===== config.mk =====
export PLATFORM = sky130hd
export DESIGN_NAME = fwd_hazard_unit
export DESIGN_NICKNAME = d
export VERILOG_FILES = /design/src/rtl/fwd_pkg.sv /design/src/rtl/fwd_match.sv /design/src/rtl/fwd_hazard_unit.sv
export SDC_FILE = /design/constraint.sdc
export NUM_CORES = 1
export LEC_CHECK = 0
export CAP_MARGIN = 20
export CORE_ASPECT_RATIO = 1.5
export CORE_MARGIN = 3
export CORE_UTILIZATION = 39
export DETAILED_ROUTE_END_ITERATION = 8
export GPL_ROUTABILITY_DRIVEN = 0
export PLACE_DENSITY = 0.86
export SYNTH_ARGS = -nofsm -noshare
export SYNTH_HDL_FRONTEND = slang
export SYNTH_SLANG_ARGS = --single-unit
export TNS_END_PERCENT = 20

===== constraint.sdc =====
create_clock -name clk -period 2.09 [get_ports clk]
set_input_delay 0.418 -clock clk [delete_from_list [all_inputs] [get_ports clk]]
set_output_delay 0.418 -clock clk [all_outputs]
set_load 0.01 [all_outputs]

===== src/rtl/fwd_pkg.sv =====
// Shared encodings for the ID-stage forwarding / load-use hazard unit.
package fwd_pkg;

    localparam logic [1:0] FWD_RF    = 2'b00;
    localparam logic [1:0] FWD_EXMEM = 2'b01;
    localparam logic [1:0] FWD_MEMWB = 2'b10;

    // Control half of a shadow entry; the id field is added by the user so it can follow REG_AW.
    typedef struct packed {
        logic v;
        logic wr_en;
        logic spec;
        logic ld;
    } shadow_ctrl_t;

    localparam int ENTRY_CTRL_W = $bits(shadow_ctrl_t);

    // The younger producer (EX) must win over MEM.
    function automatic logic [1:0] fwd_pick(input logic ex_hit, input logic mem_hit);
        if (ex_hit) return FWD_EXMEM;
        if (mem_hit) return FWD_MEMWB;
        return FWD_RF;
    endfunction

endpackage


===== src/rtl/fwd_match.sv =====
// Compares one source operand against one shadow entry; GPR and special ids never alias.
module fwd_match #(
    parameter int REG_AW = 3
) (
    input  logic              ent_v,
    input  logic              ent_wr_en,
    input  logic              ent_spec,
    input  logic [REG_AW-1:0] ent_id,
    input  logic              src_rd,
    input  logic              src_spec,
    input  logic [REG_AW-1:0] src_id,
    output logic              hit
);

    assign hit = ent_v && ent_wr_en && src_rd && (ent_spec == src_spec) && (ent_id == src_id);

endmodule


===== src/rtl/fwd_hazard_unit.sv =====
// ID-stage forwarding select and load-use hazard unit with its own EX/MEM/WB destination shadow.
// Optional saturating perf counters are built when FWD_HAZARD_PERF_EN is defined.
module fwd_hazard_unit
    import fwd_pkg::*;
#(
    parameter int REG_AW  = 3,
    parameter int NUM_SRC = 3
) (
    input  logic                                  clk,
    input  logic                                  rst,
    input  logic                                  id_valid,
    input  logic [NUM_SRC*REG_AW-1:0]             id_src_id,
    input  logic [NUM_SRC-1:0]                    id_src_rd,
    input  logic [NUM_SRC-1:0]                    id_src_spec,
    input  logic                                  id_wr_en,
    input  logic [REG_AW-1:0]                     id_wr_id,
    input  logic                                  id_wr_spec,
    input  logic                                  id_is_load,
    input  logic                                  mem_busy,
    input  logic                                  flush,
    output logic                                  stall,
    output logic                                  bubble,
    output logic [2*NUM_SRC-1:0]                  fwd_sel,
    output logic [3*(ENTRY_CTRL_W+REG_AW)-1:0]    shadow_state
`ifdef FWD_HAZARD_PERF_EN
    ,
    output logic [31:0]                           perf_stall_cnt,
    output logic [31:0]                           perf_fwd_cnt
`endif
);

    typedef struct packed {
        shadow_ctrl_t      ctrl;
        logic [REG_AW-1:0] id;
    } entry_t;

    entry_t               ex_q;
    entry_t               mem_q;
    entry_t               wb_q;
    entry_t               id_entry;
    logic [NUM_SRC-1:0]   ex_hit;
    logic [NUM_SRC-1:0]   mem_hit;
    logic [2*NUM_SRC-1:0] next_sel;
    logic                 hazard;

    for (genvar k = 0; k < NUM_SRC; k++) begin : g_src
        fwd_match #(.REG_AW(REG_AW)) u_ex_match (
            .ent_v     (ex_q.ctrl.v),
            .ent_wr_en (ex_q.ctrl.wr_en),
            .ent_spec  (ex_q.ctrl.spec),
            .ent_id    (ex_q.id),
            .src_rd    (id_src_rd[k]),
            .src_spec  (id_src_spec[k]),
            .src_id    (id_src_id[k*REG_AW +: REG_AW]),
            .hit       (ex_hit[k])
        );
        fwd_match #(.REG_AW(REG_AW)) u_mem_match (
            .ent_v     (mem_q.ctrl.v),
            .ent_wr_en (mem_q.ctrl.wr_en),
            .ent_spec  (mem_q.ctrl.spec),
            .ent_id    (mem_q.id),
            .src_rd    (id_src_rd[k]),
            .src_spec  (id_src_spec[k]),
            .src_id    (id_src_id[k*REG_AW +: REG_AW]),
            .hit       (mem_hit[k])
        );
        assign next_sel[2*k +: 2] = fwd_pick(ex_hit[k], mem_hit[k]);
    end

    always_comb begin
        id_entry            = '0;
        id_entry.ctrl.v     = id_valid;
        id_entry.ctrl.wr_en = id_wr_en;
        id_entry.ctrl.spec  = id_wr_spec;
        id_entry.ctrl.ld    = id_is_load;
        id_entry.id         = id_wr_id;
    end

    // A load still in EX cannot forward yet; the consumer waits one cycle and then picks it up from MEM.
    assign hazard = id_valid && !flush && ex_q.ctrl.ld && (|ex_hit);
    assign stall  = hazard || mem_busy;
    assign bubble = hazard && !mem_busy;

    assign shadow_state = {wb_q, mem_q, ex_q};

    // mem_busy freezes everything, including a pending flush, which the caller re-presents later.
    always_ff @(posedge clk or negedge rst) begin
        if (!rst) begin
            ex_q    <= '0;
            mem_q   <= '0;
            wb_q    <= '0;
            fwd_sel <= {NUM_SRC{FWD_RF}};
        end else if (!mem_busy) begin
            wb_q  <= mem_q;
            mem_q <= ex_q;
            if (flush || hazard) begin
                ex_q    <= '0;
                fwd_sel <= {NUM_SRC{FWD_RF}};
            end else begin
                ex_q    <= id_entry;
                fwd_sel <= next_sel;
            end
        end
    end

`ifdef FWD_HAZARD_PERF_EN
    always_ff @(posedge clk or negedge rst) begin
        if (!rst) begin
            perf_stall_cnt <= '0;
            perf_fwd_cnt   <= '0;
        end else begin
            if (bubble && (perf_stall_cnt != '1))
                perf_stall_cnt <= perf_stall_cnt + 32'd1;
            if (!mem_busy && !flush && !hazard && (|next_sel) && (perf_fwd_cnt != '1))
                perf_fwd_cnt <= perf_fwd_cnt + 32'd1;
        end
    end
`endif

endmodule


[After elaboration in Yosys (flattened, before gate mapping)]
Index checks and enable logic that the tools add are counted.
Word-level totals
  memory bits (read-only): 0
  bits in writable memories: 0
  register bits: 27
  word-level logic and storage cells: 80
  latch bits: 0
  memories kept: 0
Operators by class
  divide/modulo/power cells: 0
  bitwise logic cells: 0
  magnitude comparators: 0
  multipliers: 0
  equality and inequality tests: 12
  reduce and logical (&&, ||, !) cells: 29
  $add $sub $neg: 0
  multiplexer cells: 23
  shift operators: 0
Operators with widths (count)
  $logic_and A1 B1 Y1: 24
  $mux W2: 12
  $eq A3 B3 Y1: 6
  $mux W1: 9
  $mux W7: 1
  $eq A1 B1 Y1: 6
  $mux W6: 1
  $reduce_or A3 Y1: 1
  $logic_not A1 Y1: 2
  $logic_or A1 B1 Y1: 2

[Longest topological paths before layout]
Gate-level depths: netlist of run 1.
  word-level depth: 9
  depth in mapped cells: 6

[Cells and area by module]
Synthesis of run 1 repeated with hierarchy kept, for this count alone.
Second synthesis, totals
  cells, all modules: 110
  area total of the unflattened synthesis: 1442.6 um^2
By module, submodules not included
  fwd_hazard_unit: area each 1119.8 um^2, cells each 74, times used 1
  fwd_match: area each 53.8 um^2, cells each 6, times used 6

[Worst setup path after synthesis of run 1]
No wires, ideal clock.
  kind: reg-to-output
  start: reg ex_q (netlist bit shadow_state[2])
  end: out bubble
  data required time: 1.672 ns
  slack: -0.014 ns
  arrival time: 1.686 ns
  stages on the path, launching flop included: 6
  buffers on the path: 1
  cells stage by stage: dfrtp_1 > xor2_1 > or4_1 > buf_2 > a31oi_4 > and2_1
Between the ends
  longest elaborated chain between the ends: 5
  elaborated cells on any way between the ends: 9
  classes of those cells: eq/ne (3); reduce/logical (6)
RTL lines
  from (decl): RTL line fwd_hazard_unit.sv:37  | entry_t ex_q;
  from (signal assigned): RTL line fwd_hazard_unit.sv:100  | ex_q <= id_entry;
  $eq A3 B3 Y1: RTL line fwd_match.sv:15  | assign hit = ent_v && ent_wr_en && src_rd && (ent_spec == src_spec) && (ent_id == src_id);
  $logic_and A1 B1 Y1: RTL line fwd_match.sv:15
  $reduce_or A3 Y1 *: RTL line fwd_hazard_unit.sv:80  | assign hazard = id_valid && !flush && ex_q.ctrl.ld && (|ex_hit);
  $logic_and A1 B1 Y1 *: RTL line fwd_hazard_unit.sv:80
  $logic_and A1 B1 Y1 *: RTL line fwd_hazard_unit.sv:82  | assign bubble = hazard && !mem_busy;
  to (decl): RTL line fwd_hazard_unit.sv:22  | output logic bubble,
Every way passes the cells marked *; elsewhere a longest branch is shown, timed or not.

[Worst setup path in the final report of run 1]
  start: reg ex_q (netlist bit shadow_state[0])
  end: out bubble
Same word-level chain as after synthesis.

==> key figures, run 1 <==
Critical path
  • Worst setup path end: bubble
  • FF-to-FF setup slack: 0.18 ns
  • CP cell instances: buf_6 > xor2_2 > or4_4 > a31oi_4 > and2_1 > buf_2
  • Critical Path AT: 1.98 ns
  • Required time of the critical path: 1.67 ns
  • Crit path max fanout: 4
  • R2r worst-path depth: 6
  • Crit path buf inv count: 2
  • Worst r2r dst: shadow_state[0]$_DFFE_PN0N_
  • Critical path origin: shadow_state[0]$_DFFE_PN0N_
  • CP Class: reg2out
  • CP Launch Type: flip-flop
  • CP Capture Type: output pin
  • Top delay family on crit path: simple AND/OR/NAND/NOR gates
  • CP max stage delay: 0.51 ns
  • FF-to-FF Start: shadow_state[0]$_DFFE_PN0N_
  • Number of cells on the critical path: 6
  • Slowest stage cell on the critical path: or4_4

Die
  • Die Footprint: 4540 µm²
  • Io pins: 55
  • Die H: 81.0 µm
  • Core footprint: 3510 µm²
  • Die Wd: 56.0 µm
  • Initial Util: 0.417
  • Row count: 26

Min path
  • Hold Crit Start: fwd_sel[3]$_DFFE_PN0N_
  • Hold Crit Class: reg2reg

Logic synthesis
  • Synth Cell Area: 1460 µm²
  • Top cells by area, synth: dfrtp_1 (46%), mux2_2 (11%), xor2_1 (11%), o41ai_1 (3.6%), xnor2_1 (3.6%)
  • Synth Warn #: 0
  • EDFF count, synth: 0
  • Post-synthesis cell type count: 24
  • Most frequent cell after synthesis: dfrtp_1
  • Synthesized flop and latch total: 27
  • Yosys top cell area share: 0.462
  • Sequential share of the synthesized area: 0.462
  • Area leader, netlist: dfrtp_1
  • Syn Nets: 161
  • Ys flop type: dfrtp_1
  • Synth Area per Inst: 10.8 µm²
  • Post-synth ARST share: 1.00
  • Most instantiated cells after synthesis: dfrtp_1 (27), xor2_1 (18), mux2_2 (14), nand2_1 (13), inv_1 (8)
  • Cells after Synth: 135

Timing
  • Max Slew Vio Count: 0
  • Final Cycle Share: 1.15
  • Max Freq: 417 MHz
  • Final Hold Fails: 0
  • Tmin final: 2.40 ns
  • Endpoints failing setup: 2
  • Rel. slew slack: 0.774
  • Setup TNS Final: -0.589 ns
  • Skew final: 0.00240 ns
  • Slew @ Worst Pin: 0.339 ns
  • RSZ-0062 raised after global routing: true
  • Final worst slack: -0.308 ns
  • Hold WS: 0.489 ns

Power
  • Sw frac: 0.283
  • Gate power share: 0.284
  • PD cells: 569 nW/µm²
  • Clock share of power: 0.239
  • Peak VDD IR: 495 µV
  • Leakage power: 1.06 nW
  • Int Pwr: 0.000937 W
  • Seq pwr share: 0.477
  • NetSw: 0.000370 W

Run status
  • Status: finished, violations left
  • Failing checks: negative setup slack

Run
  • Max-cap viol count: 0

Route
  • WL met3: 152 µm
  • DR iter-0 viols: 22
  • Via density per instance: 5.06
  • Top layer in use: met4
  • DR pass1 iterations: 4
  • Drt wl/cell: 15.4 µm
  • Post-DRT Antenna Nets: 0
  • Final wirelength: 3870 µm
  • WL met2: 2170 µm
  • Via count: 1274
  • Met1 Wirelength: 1430 µm
  • Residual DRC count: 0

Place
  • Area post-placement: 2190 µm²
  • Port Buf Inserts: 54
  • DP Wirelength: 2930 µm

Clocking
  • Num CTS Buffers: 3
  • Worst-path clk slew: 0.10 ns
  • Clk sinks: 27
  • CTS tree: built
  • H-tree depth: 1
  • Skew-Pair Late Insertion Delay: 0.27 ns
  • CTS root buf: clkbuf_8
  • Clock buffer depth: 2

GRT
  • Largest net degree at the start of global routing: 30
  • Overflow after GRT: 0
  • Vias in the first global route: 1323
  • First-pass GRT wire length: 6360 µm
  • Initial antenna violation count: 0
  • Gr usage total: 0.181

Layout
  • Area added between synthesis and finish: 56.9%
  • Layout cells sized above 1: 0.305
  • Final #Nets: 237
  • Fin area: 2300 µm²
  • Fill cells: 264
  • Inserted Diodes: 0
  • Final Util: 0.654
-- metrics by stage --
step / setup WS, ns / power (W) / cells
2_1_floorplan: 0.000913 / 0.000776 / 135
3_3_place_gp: -0.822 / 0.000987 / 246
3_5_place_dp: -0.856 / 0.000993 / 246
4_1_cts: -0.351 / 0.00131 / 250
5_1_grt: -0.383 / 0.00137 / 252
6_report: -0.308 / 0.00131 / 252
-- worst reg2reg max path, stage by stage, from the launching register on --
cell	delay, ns
dfrtp_2	0.47
buf_6	0.14
xor2_2	0.13
or4_4	0.51
buf_4	0.18
a31oi_4	0.27
o41ai_1	0.11
-- worst min path at each step --
| stage | endpoint | slack [ns] | cells past startpoint |
|---|---|---|---|
| 2_1_floorplan | fwd_sel[0]$_DFFE_PN0N_ | 0.12 | 0 |
| 3_3_place_gp | fwd_sel[2]$_DFFE_PN0N_ | 0.47 | 2 |
| 3_5_place_dp | fwd_sel[3]$_DFFE_PN0N_ | 0.47 | 2 |
| 4_1_cts | fwd_sel[3]$_DFFE_PN0N_ | 0.49 | 2 |
| 5_1_grt | fwd_sel[1]$_DFFE_PN0N_ | 0.53 | 2 |
| 6_report | fwd_sel[3]$_DFFE_PN0N_ | 0.49 | 2 |
-- final cells by class --
class                   instances  area, µm²  area share
repair buffers                 84        757       0.330
multi-input cells              87        728       0.317
flip-flops and latches         27        679       0.296
well taps                      42       52.6      0.0229
clock buffers                   3       41.3      0.0180
inverters                       8       30.0      0.0131
clock inverters                 1       8.76     0.00381
-- state kept, by name, indices dropped and copies added (netlist names) --
register	flops
shadow_state	21
fwd_sel	6
-- layer usage --
| layer | vias up | global-route usage |
|---|---|---|
| met2 | 46 | 0.337 |
| met1 | 599 | 0.201 |
| met4 | 0 | 0.0950 |
| met3 | 12 | 0.0175 |
| li1 | 617 | - |
| met5 | - | 0 |
-- kinds of logic after synthesis --
group / Yosys count / synth area share
and+or+nand+nor: 31 / 0.113
DFF: 27 / 0.462
xor gates and xnor gates: 24 / 0.144
buffers and inverters: 21 / 0.0709
AOI/OAI and AO/OA: 18 / 0.103
muxes: 14 / 0.108
-- power by group through the flow --
stage / sequential [W] / combinational (W) / clock, W
final: 0.000623 / 0.000371 / 0.000313
after global routing: 0.000632 / 0.000400 / 0.000340
after CTS: 0.000623 / 0.000366 / 0.000325
after detailed placement: 0.000632 / 0.000361 / 0
after global placement: 0.000630 / 0.000357 / 0
after floorplan: 0.000640 / 0.000136 / 0
-- cells in the final DEF (no fill, tap or decap), types with 2 or more instances in the layout --
master            n
or4_4             3
buf_6             2
dlymetal6s2s_1    2
xnor2_2           3
o31ai_1           2
inv_1             8
nor3_1            2
o41ai_1           6
a31oi_4           2
clkbuf_8          3
mux2_2           14
xnor2_1           3
nand2_1          13
dfrtp_2           3
dfrtp_1          24
clkdlybuf4s50_1  39
dlygate4sd2_1    11
o21ai_0           6
xor2_1           17
nand4_1           6
buf_4            29
-- repair_timing --
item | 4_1_cts | 5_1_grt
resized for setup | 27 | 6
hold buffers | 0 | 0
hold endpoints to repair | 0 | 0
endpoints found under the setup margin | 3 | 2
buffers inserted | 0 | 2
pin swaps | 8 | 6
Power figures use the tool's default switching activity.
==> inputs of run 2 (changes only) <==
- ABC_AREA: not set -> 0
==> results of run 2 <==
No change in the layout: final DEF, timing and power equal those of run 1.
==> edit 1, RTL diff (flow settings as in run 2) <==
`REG_AW` is set to 3 in 2 places; all go to 2.
--- a/src/rtl/fwd_match.sv
+++ b/src/rtl/fwd_match.sv
@@ -1,5 +1,5 @@
 // Compares one source operand against one shadow entry; GPR and special ids never alias.
 module fwd_match #(
-    parameter int REG_AW = 3
+    parameter int REG_AW = 2
 ) (
     input  logic              ent_v,
--- a/src/rtl/fwd_hazard_unit.sv
+++ b/src/rtl/fwd_hazard_unit.sv
@@ -4,5 +4,5 @@
     import fwd_pkg::*;
 #(
-    parameter int REG_AW  = 3,
+    parameter int REG_AW  = 2,
     parameter int NUM_SRC = 3
 ) (
Interface: changed (resized id_src_id, id_wr_id and shadow_state); port bits go from 55 to 48. The function was not compared with the original's and may differ.
==> edit 1 against run 2 <==
The run still ends with setup timing left. Sequential cell count down 3. Wire length increased by 0.90%. Worst hold slack improved by 12 ps. Cell count decreased by 7.9%. Setup slack lost 96 ps. Critical path depth unchanged. Highest routed layer unchanged. Clock skew shrank 0.56 ps. Via count is 4.6% lower. Area after synthesis shrank 14%. Design area is 9.6% lower. Maximum frequency fell by 3.9%. Power decreased by 3.4%. Critical path type unchanged.
==> edit 1: results (changes against run 2) <==
PortBufs: 47 (-13%)
Clock Skew: 1.84 ps (-0.564 ps)
Post-synth ARST share: 1.00 (unchanged)
CP Max Fanout: 4 (unchanged)
Syn_nets: 140 (-13%)
Top post-synthesis cells by count: dfrtp_1 (24), xor2_1 (16), nand2_1 (13), mux2_2 (11), inv_1 (8)
Crit path DAT: 2080 ps (+100 ps)
Slowest CP cell: or4_4
Vias in the first global route: 1351 (+2.1%)
Largest net degree at the start of global routing: 25 (-17%)
Final WS setup: -405 ps (-96.4 ps)
Antenna diodes: 0 (unchanged)
Crit path largest cell delay: 550 ps (+40 ps)
Sequential cell area fraction in the yosys report: 0.479 (+0.0170)
Failing checks: setup timing
Int Pwr: 0.943 mW (+0.58%)
Main synth FF type: dfrtp_1
Hold/Removal Path Class: reg -> reg
Clock buffer depth: 2 (unchanged)
Hold path start: fwd_sel[5]
DR top layer: met4
Hpwl dp: 2850 um (-2.8%)
Nets: 216 (-8.9%)
Reg2reg start: shadow_state[3]
Max FFs per register: 18 (-14%)
Peak supply drop: 0.461 mV (-6.9%)
Final setup fails: 2 (unchanged)
Drt wl/cell: 16.8 um (+9.6%)
Met2 wire len: 2060 um (-4.8%)
Root Driver: clkbuf_8
H-tree Lvls: 1 (unchanged)
1st-iter DRT viols: 30 (+36%)
Distinct cells, synth: 25 (+4.2%)
CP top delay family: simple AND/OR/NAND/NOR gates
Clock transition at path regs: 80 ps (-20 ps)
Yosys warnings: 0 (unchanged)
Met1 wire length: 1500 um (+4.3%)
Total Routing Usage GR: 0.217 (+0.0368)
Clk_lat worst skew: 260 ps
Via-to-Cell Ratio: 5.24 (+3.7%)
Share of layout cells above drive strength 1: 0.326 (+0.0217)
Drt pass-1 iters: 4 (unchanged)
Critical Path Source Type: flop
Lkg Pwr: 0.968 nW (-8.7%)
Pre-CTS setup slack: -931 ps (-74.9 ps)
Initial antenna violation count: 0 (unchanged)
Synth area leaders: dfrtp_1 (48%), xor2_1 (11%), mux2_2 (9.9%)
Met3 wire length: 159 um (+4.6%)
Global-route wire length before repair: 6270 um (-1.5%)
Tightest Pin Transition: 371 ps (+31.5 ps)
Area after DPL: 1930 um^2 (-12%)
CTS buffer count: 3 (unchanged)
Outcome: finished, violations left
Filler cells: 220 (-17%)
-- edit 1: worst min-delay path: stages, from the launching register on --
cell,delay [ps]
dfrtp_1,360
nand2_1,60
o31ai_1,50
-- edit 1: metal layers --
layer	GRT usage	up-vias
li1	-	557
met1	0.232	586
met2	0.377	56
met3	0.0352	17
met4	0.165	0
met5	0	-
-- edit 1: worst paths after layout --
path	endpoint	slack, ps	cells after the start
setup / recovery	bubble	-400	6
hold / removal	fwd_sel[5]	500	2
setup reg to reg	shadow_state[3]	10	8
hold reg to reg	fwd_sel[5]	500	2
max in group asynchronous	shadow_state[3]	1330	2
min in group asynchronous	shadow_state[14]	510	2
-- edit 1: cell type report --
class | instances | area, um^2 | share of cell area
clock buffer | 3 | 41.3 | 0.0199
clock inverter | 1 | 30.0 | 0.0145
inverter | 8 | 30.0 | 0.0145
multi-input combinational | 75 | 594 | 0.286
sequential | 24 | 604 | 0.291
tap | 39 | 48.8 | 0.0235
timing repair buffer | 82 | 728 | 0.351
-- edit 1: power groups by stage --
stage | clock network [mW] | registers, mW | logic (mW)
2_1_floorplan | 0 | 0.560 | 0.110
3_3_place_gp | 0 | 0.550 | 0.294
3_5_place_dp | 0 | 0.553 | 0.302
4_1_cts | 0.412 | 0.542 | 0.308
5_1_grt | 0.432 | 0.551 | 0.339
6_report | 0.403 | 0.543 | 0.317
-- edit 1: cell families after synthesis --
family / count (synthesis) / synth area share
simple gates: 29 / 0.116
flops: 24 / 0.479
buf+inv: 19 / 0.0768
xor+xnor: 18 / 0.126
compound gates: 17 / 0.105
mux: 11 / 0.0987
-- edit 1: stage by stage --
stage	hold WS, ps	TNS [ps]	std cells
6_report	502	-757	232
5_1_grt	524	-915	232
4_1_cts	500	-655	232
3_5_place_dp	479	-3000	221
3_3_place_gp	466	-2690	221
2_1_floorplan	122	-43.1	118
-- edit 1: repair_timing --
item / in CTS / in global routing
resized for setup: 28 / 3
endpoints found under the setup margin: 2 / 8
pin swaps: 3 / 2
buffers inserted: 7 / 0
hold buffers: 0 / 0
==> edit 2, RTL diff (settings of run 2) <==
Made on the original files. Build with the macro `FWD_HAZARD_PERF_EN` defined.
--- a/src/rtl/fwd_hazard_unit.sv
+++ b/src/rtl/fwd_hazard_unit.sv
@@ -1,4 +1,6 @@
 // ID-stage forwarding select and load-use hazard unit with its own EX/MEM/WB destination shadow.
 // Optional saturating perf counters are built when FWD_HAZARD_PERF_EN is defined.
+`define FWD_HAZARD_PERF_EN
+
 module fwd_hazard_unit
     import fwd_pkg::*;
Behaviour (old outputs only; new: perf_fwd_cnt and perf_stall_cnt): unchanged (Yosys induction, for registers that start in step).
==> edit 2 against run 2 <==
The flow still finishes with violations (setup timing). Power grew to 3.1 times the old value. Area after synthesis grew to 3.1 times the old value. Setup slack lost 21 ps. Clock skew grew 8.1 ps. Sequential cell count grew 64. Non-clock buffer count grew 109. Design area grew to 3.1 times the old value. Wire length grew to 3.5 times the old value. Combinational power grew 29%. Highest routed layer unchanged.
==> edit 2: results (changes against run 2) <==
Final WS setup: -330 ps (-21.3 ps)
Met1 wire length: 5090 um (+250%)
CTS buffer count: 9 (+6)
Met3 usage: 0.0408 (+0.0233)
Failing checks: setup timing
Vias post-DR: 4024 (+220%)
Via-to-Cell Ratio: 5.38 (+6.4%)
1st-iter DRT viols: 134 (+510%)
Lkg Pwr: 3.26 nW (+210%)
Area after DPL: 6380 um^2 (+190%)
Filler cells: 851 (+220%)
TNS Setup: -12410 ps (-11820 ps)
Total Routing Usage GR: 0.213 (+0.0326)
Cell Count Post-Placement: 723 (+190%)
Hold/Removal Path Class: in -> async
H-tree Lvls: 3 (+2)
Cells on worst reg2reg path: 10 (+4)
Top post-synthesis cells by count: dfrtp_1 (91), xor2_1 (55), nand2_1 (32), xnor2_1 (31), nand4_1 (25)
Syn_nets: 440 (+170%)
Vias in the first global route: 4509 (+240%)
Setup Fix Bufs, Post-CTS: 7 (+7)
Outcome: finished, violations left
Sequential cell area fraction in the yosys report: 0.499 (+0.0378)
Pre-CTS setup slack: -777 ps (+79.1 ps)
Final setup fails: 64 (+62)
==> edit 2: power groups by stage <==
| stage | Combinational [mW] | Clock [mW] | Sequential (mW) |
|---|---|---|---|
| CTS | 0.476 | 1.81 | 1.86 |
| global placement | 0.452 | 0 | 1.89 |
| detailed placement | 0.462 | 0 | 1.89 |
| finish | 0.480 | 1.78 | 1.86 |
| global route | 0.517 | 1.90 | 1.87 |
| floorplan | 0.147 | 0 | 1.91 |
==> edit 2: path summary, 6_finish.rpt <==
| path | slack, ps | end |
|---|---|---|
| setup / recovery | -330 | bubble |
| hold / removal | 30 | perf_stall_cnt[6] |
| setup reg to reg | -330 | perf_stall_cnt[1] |
| hold reg to reg | 490 | perf_fwd_cnt[13] |
| max in group asynchronous | 1520 | shadow_state[1] |
| min in group clk | 490 | perf_fwd_cnt[13] |
==> edit 2: cell type report <==
| cell class | count | area (um^2) | share of cell area |
|---|---|---|---|
| clock buffers | 12 | 256 | 0.0361 |
| clock inverters | 4 | 72.6 | 0.0102 |
| inverters | 3 | 11.3 | 0.00159 |
| multi-input cells | 298 | 2440 | 0.343 |
| flip-flops and latches | 91 | 2280 | 0.322 |
| well taps | 147 | 184 | 0.0259 |
| repair buffers | 193 | 1850 | 0.261 |
==> edit 2: worst max-delay path, stage by stage (launching register included) <==
cell and delay, ps:
dfrtp_2 440, xor2_1 170, nor3_1 210, nand4_1 170
buf_4 190, buf_6 110, a31oi_4 190, buf_2 170
==> edit 2: logic make-up (layout without fill, tap and decap cells) <==
logic type,after synthesis,count (layout),share of synthesized area
compound gates,19,19,0.0368
fa+ha+maj,2,2,0.00549
xor+xnor,86,86,0.165
flops,91,91,0.499
mux,16,16,0.0395
buf+inv,23,212,0.0299
simple gates,175,175,0.224
